==> src/rtl/inv_clarke_pkg.sv <==
// Shared types and constants for the inverse-Clarke scheduler: state encoding,
// result record and the fixed-point sqrt(3) coefficient.
package inv_clarke_pkg;

    localparam int N_CH_DEF    = 4;
    localparam int D_WIDTH_DEF = 32;
    localparam int Q_BITS_DEF  = 10;
    localparam int CH_W_DEF    = $clog2(N_CH_DEF);

    typedef enum logic [1:0] {
        IDLE = 2'd0,
        MUL  = 2'd1,
        OUT  = 2'd2
    } state_t;

    typedef struct packed {
        logic [CH_W_DEF-1:0]           ch;
        logic signed [D_WIDTH_DEF-1:0] a;
        logic signed [D_WIDTH_DEF-1:0] b;
        logic signed [D_WIDTH_DEF-1:0] c;
    } result_t;

    // floor(sqrt(3) * 2^q) evaluated as an exact integer square root of 3 * 4^q
    function automatic logic [63:0] sqrt3_q(input int q_bits);
        logic [127:0] target_v;
        logic [63:0]  root_v;
        logic [63:0]  trial_v;
        target_v = 128'd3 << (2 * q_bits);
        root_v   = 64'd0;
        for (int i = 63; i >= 0; i--) begin
            trial_v = root_v | (64'd1 << i);
            if ((128'(trial_v) * 128'(trial_v)) <= target_v) begin
                root_v = trial_v;
            end else begin
                root_v = root_v;
            end
        end
        return root_v;
    endfunction

endpackage

==> src/rtl/inv_clarke_sched_rr_arbiter.sv <==
// Round-robin arbiter: searches upward from the channel after last_grant and
// returns a one-hot grant plus its index; all-zero when disabled.
import inv_clarke_pkg::*;

module rr_arbiter #(
    parameter int N_CH = 4
) (
    input  logic [N_CH-1:0]         req,
    input  logic [$clog2(N_CH)-1:0] last_grant,
    input  logic                    enable,
    output logic [N_CH-1:0]         grant,
    output logic [$clog2(N_CH)-1:0] grant_idx
);

    localparam int IW = $clog2(N_CH);

    logic [N_CH-1:0] grant_s;
    logic [IW-1:0]   idx_s;
    logic [IW-1:0]   cand_s;
    logic            found_s;

    // first requesting channel in rotating priority order
    always_comb begin
        grant_s = {N_CH{1'b0}};
        idx_s   = {IW{1'b0}};
        cand_s  = {IW{1'b0}};
        found_s = 1'b0;
        for (int i = 1; i <= N_CH; i++) begin
            cand_s = IW'((int'(last_grant) + i) % N_CH);
            if (enable && !found_s && req[cand_s]) begin
                found_s         = 1'b1;
                grant_s[cand_s] = 1'b1;
                idx_s           = cand_s;
            end else begin
                found_s = found_s;
            end
        end
    end

    assign grant     = grant_s;
    assign grant_idx = idx_s;

endmodule

==> src/rtl/inv_clarke_sched.sv <==
// Shares one inverse-Clarke stage among N_CH channels (grant, multiply, output).
// Define INV_CLARKE_SAT_EN to saturate beta*sqrt(3) instead of wrapping it.
import inv_clarke_pkg::*;

module inv_clarke_sched #(
    parameter int N_CH    = N_CH_DEF,
    parameter int D_WIDTH = D_WIDTH_DEF,
    parameter int Q_BITS  = Q_BITS_DEF
) (
    input  logic                            clk,
    input  logic                            rst,
    input  logic [N_CH-1:0]                 req_valid,
    output logic [N_CH-1:0]                 req_ready,
    input  logic [N_CH-1:0][D_WIDTH-1:0]    req_alpha,
    input  logic [N_CH-1:0][D_WIDTH-1:0]    req_beta,
    output logic                            out_valid,
    input  logic                            out_ready,
    output logic [$clog2(N_CH)-1:0]         out_ch,
    output logic signed [D_WIDTH-1:0]       out_a,
    output logic signed [D_WIDTH-1:0]       out_b,
    output logic signed [D_WIDTH-1:0]       out_c,
    output logic                            busy
);

    localparam int CW = $clog2(N_CH);
    localparam int PW = 2 * D_WIDTH;
    localparam logic signed [PW-1:0] SQRT3_K = PW'(sqrt3_q(Q_BITS));

    state_t                      state_r;
    state_t                      state_nx_s;
    logic [CW-1:0]               last_grant_r;
    logic [CW-1:0]               grant_idx_s;
    logic [N_CH-1:0]             grant_s;
    logic                        accept_s;
    logic                        out_fire_s;
    logic signed [D_WIDTH-1:0]   alpha_r;
    logic signed [D_WIDTH-1:0]   beta_r;
    logic [CW-1:0]               ch_r;
    logic signed [PW-1:0]        prod_s;
`ifdef INV_CLARKE_SAT_EN
    logic signed [PW-1:0]        shifted_s;
`endif
    logic signed [D_WIDTH-1:0]   bs3_s;
    logic signed [D_WIDTH:0]     neg_alpha_s;
    logic signed [D_WIDTH:0]     sum_b_s;
    logic signed [D_WIDTH:0]     sum_c_s;
    logic                        out_valid_r;
    logic                        busy_r;
    logic [CW-1:0]               out_ch_r;
    logic signed [D_WIDTH-1:0]   out_a_r;
    logic signed [D_WIDTH-1:0]   out_b_r;
    logic signed [D_WIDTH-1:0]   out_c_r;

    rr_arbiter #(
        .N_CH(N_CH)
    ) u_arb (
        .req        (req_valid),
        .last_grant (last_grant_r),
        .enable     (state_r == IDLE),
        .grant      (grant_s),
        .grant_idx  (grant_idx_s)
    );

    assign req_ready  = grant_s;
    assign accept_s   = |grant_s;
    assign out_fire_s = out_valid_r & out_ready;

    // next-state selection
    always_comb begin
        state_nx_s = state_r;
        case (state_r)
            IDLE: begin
                if (accept_s) begin
                    state_nx_s = MUL;
                end else begin
                    state_nx_s = IDLE;
                end
            end
            MUL: state_nx_s = OUT;
            OUT: begin
                if (out_fire_s) begin
                    state_nx_s = IDLE;
                end else begin
                    state_nx_s = OUT;
                end
            end
            default: state_nx_s = IDLE;
        endcase
    end

    // state, round-robin pointer and operand capture
    always_ff @(posedge clk) begin
        if (rst) begin
            state_r      <= IDLE;
            last_grant_r <= CW'(N_CH - 1);
            alpha_r      <= {D_WIDTH{1'b0}};
            beta_r       <= {D_WIDTH{1'b0}};
            ch_r         <= {CW{1'b0}};
        end else begin
            state_r <= state_nx_s;
            if (accept_s) begin
                alpha_r      <= req_alpha[grant_idx_s];
                beta_r       <= req_beta[grant_idx_s];
                ch_r         <= grant_idx_s;
                last_grant_r <= grant_idx_s;
            end
        end
    end

    // beta*sqrt(3) scaling and the two half-sums; sums carry one guard bit
    always_comb begin
        prod_s = PW'(beta_r) * SQRT3_K;
`ifdef INV_CLARKE_SAT_EN
        shifted_s = prod_s >>> Q_BITS;
        if ((shifted_s[PW-1:D_WIDTH-1] == {(PW-D_WIDTH+1){1'b0}}) ||
            (shifted_s[PW-1:D_WIDTH-1] == {(PW-D_WIDTH+1){1'b1}})) begin
            bs3_s = shifted_s[D_WIDTH-1:0];
        end else if (shifted_s[PW-1]) begin
            bs3_s = {1'b1, {(D_WIDTH-1){1'b0}}};
        end else begin
            bs3_s = {1'b0, {(D_WIDTH-1){1'b1}}};
        end
`else
        bs3_s = D_WIDTH'(prod_s >>> Q_BITS);
`endif
        neg_alpha_s = -((D_WIDTH+1)'(alpha_r));
        sum_b_s     = neg_alpha_s + (D_WIDTH+1)'(bs3_s);
        sum_c_s     = neg_alpha_s - (D_WIDTH+1)'(bs3_s);
    end

    // result registers load on the MUL->OUT edge and hold through backpressure
    always_ff @(posedge clk) begin
        if (rst) begin
            out_valid_r <= 1'b0;
            busy_r      <= 1'b0;
            out_ch_r    <= {CW{1'b0}};
            out_a_r     <= {D_WIDTH{1'b0}};
            out_b_r     <= {D_WIDTH{1'b0}};
            out_c_r     <= {D_WIDTH{1'b0}};
        end else begin
            out_valid_r <= (state_nx_s == OUT);
            busy_r      <= (state_nx_s != IDLE);
            if (state_r == MUL) begin
                out_ch_r <= ch_r;
                out_a_r  <= alpha_r;
                out_b_r  <= D_WIDTH'(sum_b_s >>> 1);
                out_c_r  <= D_WIDTH'(sum_c_s >>> 1);
            end
        end
    end

    assign out_valid = out_valid_r;
    assign busy      = busy_r;
    assign out_ch    = out_ch_r;
    assign out_a     = out_a_r;
    assign out_b     = out_b_r;
    assign out_c     = out_c_r;

endmodule
==> config.mk <==
export PLATFORM = sky130hd
export DESIGN_NAME = inv_clarke_sched
export DESIGN_NICKNAME = d
export VERILOG_FILES = /design/src/rtl/inv_clarke_pkg.sv /design/src/rtl/inv_clarke_sched_rr_arbiter.sv /design/src/rtl/inv_clarke_sched.sv
export SDC_FILE = /design/constraint.sdc
export NUM_CORES = 1
export LEC_CHECK = 0
export ABC_AREA = 1
export ABC_CLOCK_PERIOD_IN_PS = 5640
export BUFFER_PORTS_ARGS = -buffer_cell sky130_fd_sc_hd__clkbuf_2
export CELL_PAD_IN_SITES_DETAIL_PLACEMENT = 1
export CELL_PAD_IN_SITES_GLOBAL_PLACEMENT = 1
export CORE_MARGIN = 4
export CORE_UTILIZATION = 25
export CTS_CLUSTER_SIZE = 12
export DETAILED_ROUTE_END_ITERATION = 6
export GPL_TIMING_DRIVEN = 0
export PLACE_DENSITY = 0.54
export SLEW_MARGIN = 40
export SYNTH_ARGS = -nofsm -noshare
export SYNTH_HDL_FRONTEND = slang
export SYNTH_SLANG_ARGS = --single-unit
==> constraint.sdc <==
create_clock -name clk -period 5.64 [get_ports clk]
set_clock_uncertainty 0.2 [all_clocks]
set_input_delay 0.282 -clock clk [delete_from_list [all_inputs] [get_ports clk]]
set_output_delay 0.282 -clock clk [all_outputs]
set_load 0.02 [all_outputs]
==> metrics.yaml <==
slew_violations: 0
final_common_cell: "inv_1"
die_h_um: 305.4
worst_slew_pin_slew_ns: 1.015
setup_violations: 54
synthArstFlopShare_pct: 0
drc: 0
min_period_over_period_pct: 113.6
ys_seq_elements: 170
vias_per_cell: 4.607
fmax_mhz: 156.1
rows: 108
r2r_start: "beta_r[21]"
r2r_cells: 29
hold_path.class: "input pin to flop"
postLayoutSetupSlackWorst_ns: -0.7664
dr.pass1.iters: 4
cp-start-kind: "flop"
drive_gt1_share_pct: 37.92
place_hpwl_um: 81940
cts.root.buffer_cell: "clkbuf_16"
rrSetupSlack_ns: -0.77
num_io_pins: 367
syn_avg_cell_area_um2: 6.740
ys_types: 49
synth-edff-count: 0
clock-sinks: 170
endpoint_kind: "flop"
synth-seq-area-share_pct: 15.39
area_growth_pct: 48.18
grt_pass1_wl_um: 150400
setup.worst_path.start: "beta_r[21]"
min_period_ns: 6.406
antenna_found_initial: 3
synth_nets: 3915
ant_nets: 0
crit_fanout: 7
start_util_pct: 25.33
port_buffers: 365
coreArea_um2: 87290
nets: 4522
crit_required_ns: 5.88
fp.dieW_um: 305.4
hold_violations: 0
vias: 23300
synth_ff_type: "dfxtp_1"
synth_area_um2: 22110
outcome: "complete, but fails checks"
htreeDepth: 4
max_stage_delay_ns: 0.60
cts_max_path_buffers: 2
crit_end: "out_c[31]"
worstReg2RegEnd: "out_c[31]"
first_iter_violations: 930
cts.reportedPaths.clkPinSlew_ns: 0.09
gr-total-overflow: 0
rsz0062_at_grt: "true"
ys_warn_count: 0
wl_per_cell_um: 19.88
grt_max_degree: 21
synthCells: 3280
clk_latency_ns: 0.53
numCtsBuffers: 17
path_class: "flop to flop"
whs_ns: 0.008188
final_cell_mix: "inv_1 (565), nand2_1 (372), clkbuf_2 (368)"
grt_pass1_vias: 24930
slew_headroom_pct: 32.32
dieArea_um2: 93260
gp_congestion: 0.8755
maxCapViolCount: 0
drt_wl_total_um: 100500
cp_data_arrival_time_ns: 6.64
violations: "setup timing"
critPathSlowestCell: "fa_1"
cts_tree: "yes"
track_usage_pct: 20.82
==> sequential cells by signal, indices dropped and copies added (netlist names) <==
signal	cells
out_valid	1
out_c	32
ch_r	2
last_grant_r	2
out_ch	2
out_a	32
beta_r	32
out_b	32
busy	1
alpha_r	32
state_r	2
==> cell families after synthesis <==
| logic type | count (synthesis) | share of synthesized area (%) |
|---|---|---|
| flops | 170 | 15.39 |
| simple gates | 1334 | 26.87 |
| fa+ha+maj | 372 | 26.86 |
| buf+inv | 810 | 14.35 |
| compound gates | 498 | 12.67 |
| mux | 1 | 0.1019 |
| xor+xnor | 95 | 3.763 |
==> worst min-delay path by stage <==
stage	start	endpoint	slack, ns	depth (start not counted)
after global placement	out_b[2]	out_b[2]	0.30	2
after detailed placement	out_b[2]	out_b[2]	0.30	2
after global routing	req_alpha[26]	alpha_r[26]	0.03	7
after CTS	req_beta[75]	beta_r[11]	0.00008	7
after floorplan	ch_r[0]	out_ch[0]	0.26	2
final	req_beta[72]	beta_r[8]	0.008	7
==> synthesized netlist by cell type (30+ instances only) <==
cell type / number / area share (%)
nor2_1: 398 / 6.8
o21ai_0: 188 / 4.3
nand2_1: 521 / 8.8
a21o_1: 30 / 1.0
ha_1: 201 / 11
a21oi_1: 175 / 4.0
dfxtp_1: 170 / 15
buf_2: 57 / 1.3
fa_1: 171 / 15
nand3b_1: 130 / 4.4
xor2_1: 79 / 3.1
inv_1: 666 / 11
clkbuf_1: 61 / 1.0
nand3_1: 209 / 4.7
==> final cells by class <==
cell class                      instances  area (µm²)
Antenna cell                            2       5.005
Buffer                                119       691.9
Clock buffer                           17       425.4
Clock inverter                         15       217.7
Fill cell                           10800       54530
Inverter                              677        2614
Multi-Input combinational cell       2300       19890
Sequential cell                       170        3503
Tap cell                             1155        1445
Timing Repair Buffer                  602        3973
==> layer usage <==
metal	up-vias	global-route usage [%]	routed length [µm]
met2	412	35.84	48820
met3	68	3.891	4531
met5	-	0	0
li1	11530	-	-
met1	11290	27.36	45370
met4	0	4.066	1822
==> metrics by stage <==
stage	area, µm²	worst slack, ns	std cells	util [%]	TNS, ns
3_3_place_gp	25860	-1.733	4800	29.62	-59.56
5_1_grt	32760	-1.093	5056	37.53	-40.61
2_1_floorplan	22590	-0.1066	3280	-	-0.4709
4_1_cts	30640	-0.7642	4971	35.10	-22.54
6_report	32760	-0.7664	5057	37.53	-27.71
3_5_place_dp	25860	-1.760	4800	29.63	-60.93
==> what timing repair did <==
| action | in CTS | in global routing |
|---|---|---|
| gates resized for setup | 735 | 356 |
| hold buffers | 11 | 0 |
| pin swaps | 196 | 181 |
| buffers inserted | 141 | 96 |
| endpoints found under the hold margin | 11 | 0 |
| endpoints found under the setup margin | 62 | 61 |
==> critical path, delay by kind of cell, from the launching register on <==
| kind | cells | cell delay, ns |
|---|---|---|
| buffers and inverters | 7 | 0.53 |
| flip-flops | 1 | 0.36 |
| AO/OA/AOI/OAI | 4 | 0.77 |
| adder cells (fa/ha/maj) | 7 | 3.02 |
| XOR/XNOR | 1 | 0.24 |
| AND/OR/NAND/NOR | 10 | 1.23 |
Power is left out: the tool's default activity adds up to more than one toggle a clock period on the data nets, which glitch-free logic cannot reach.
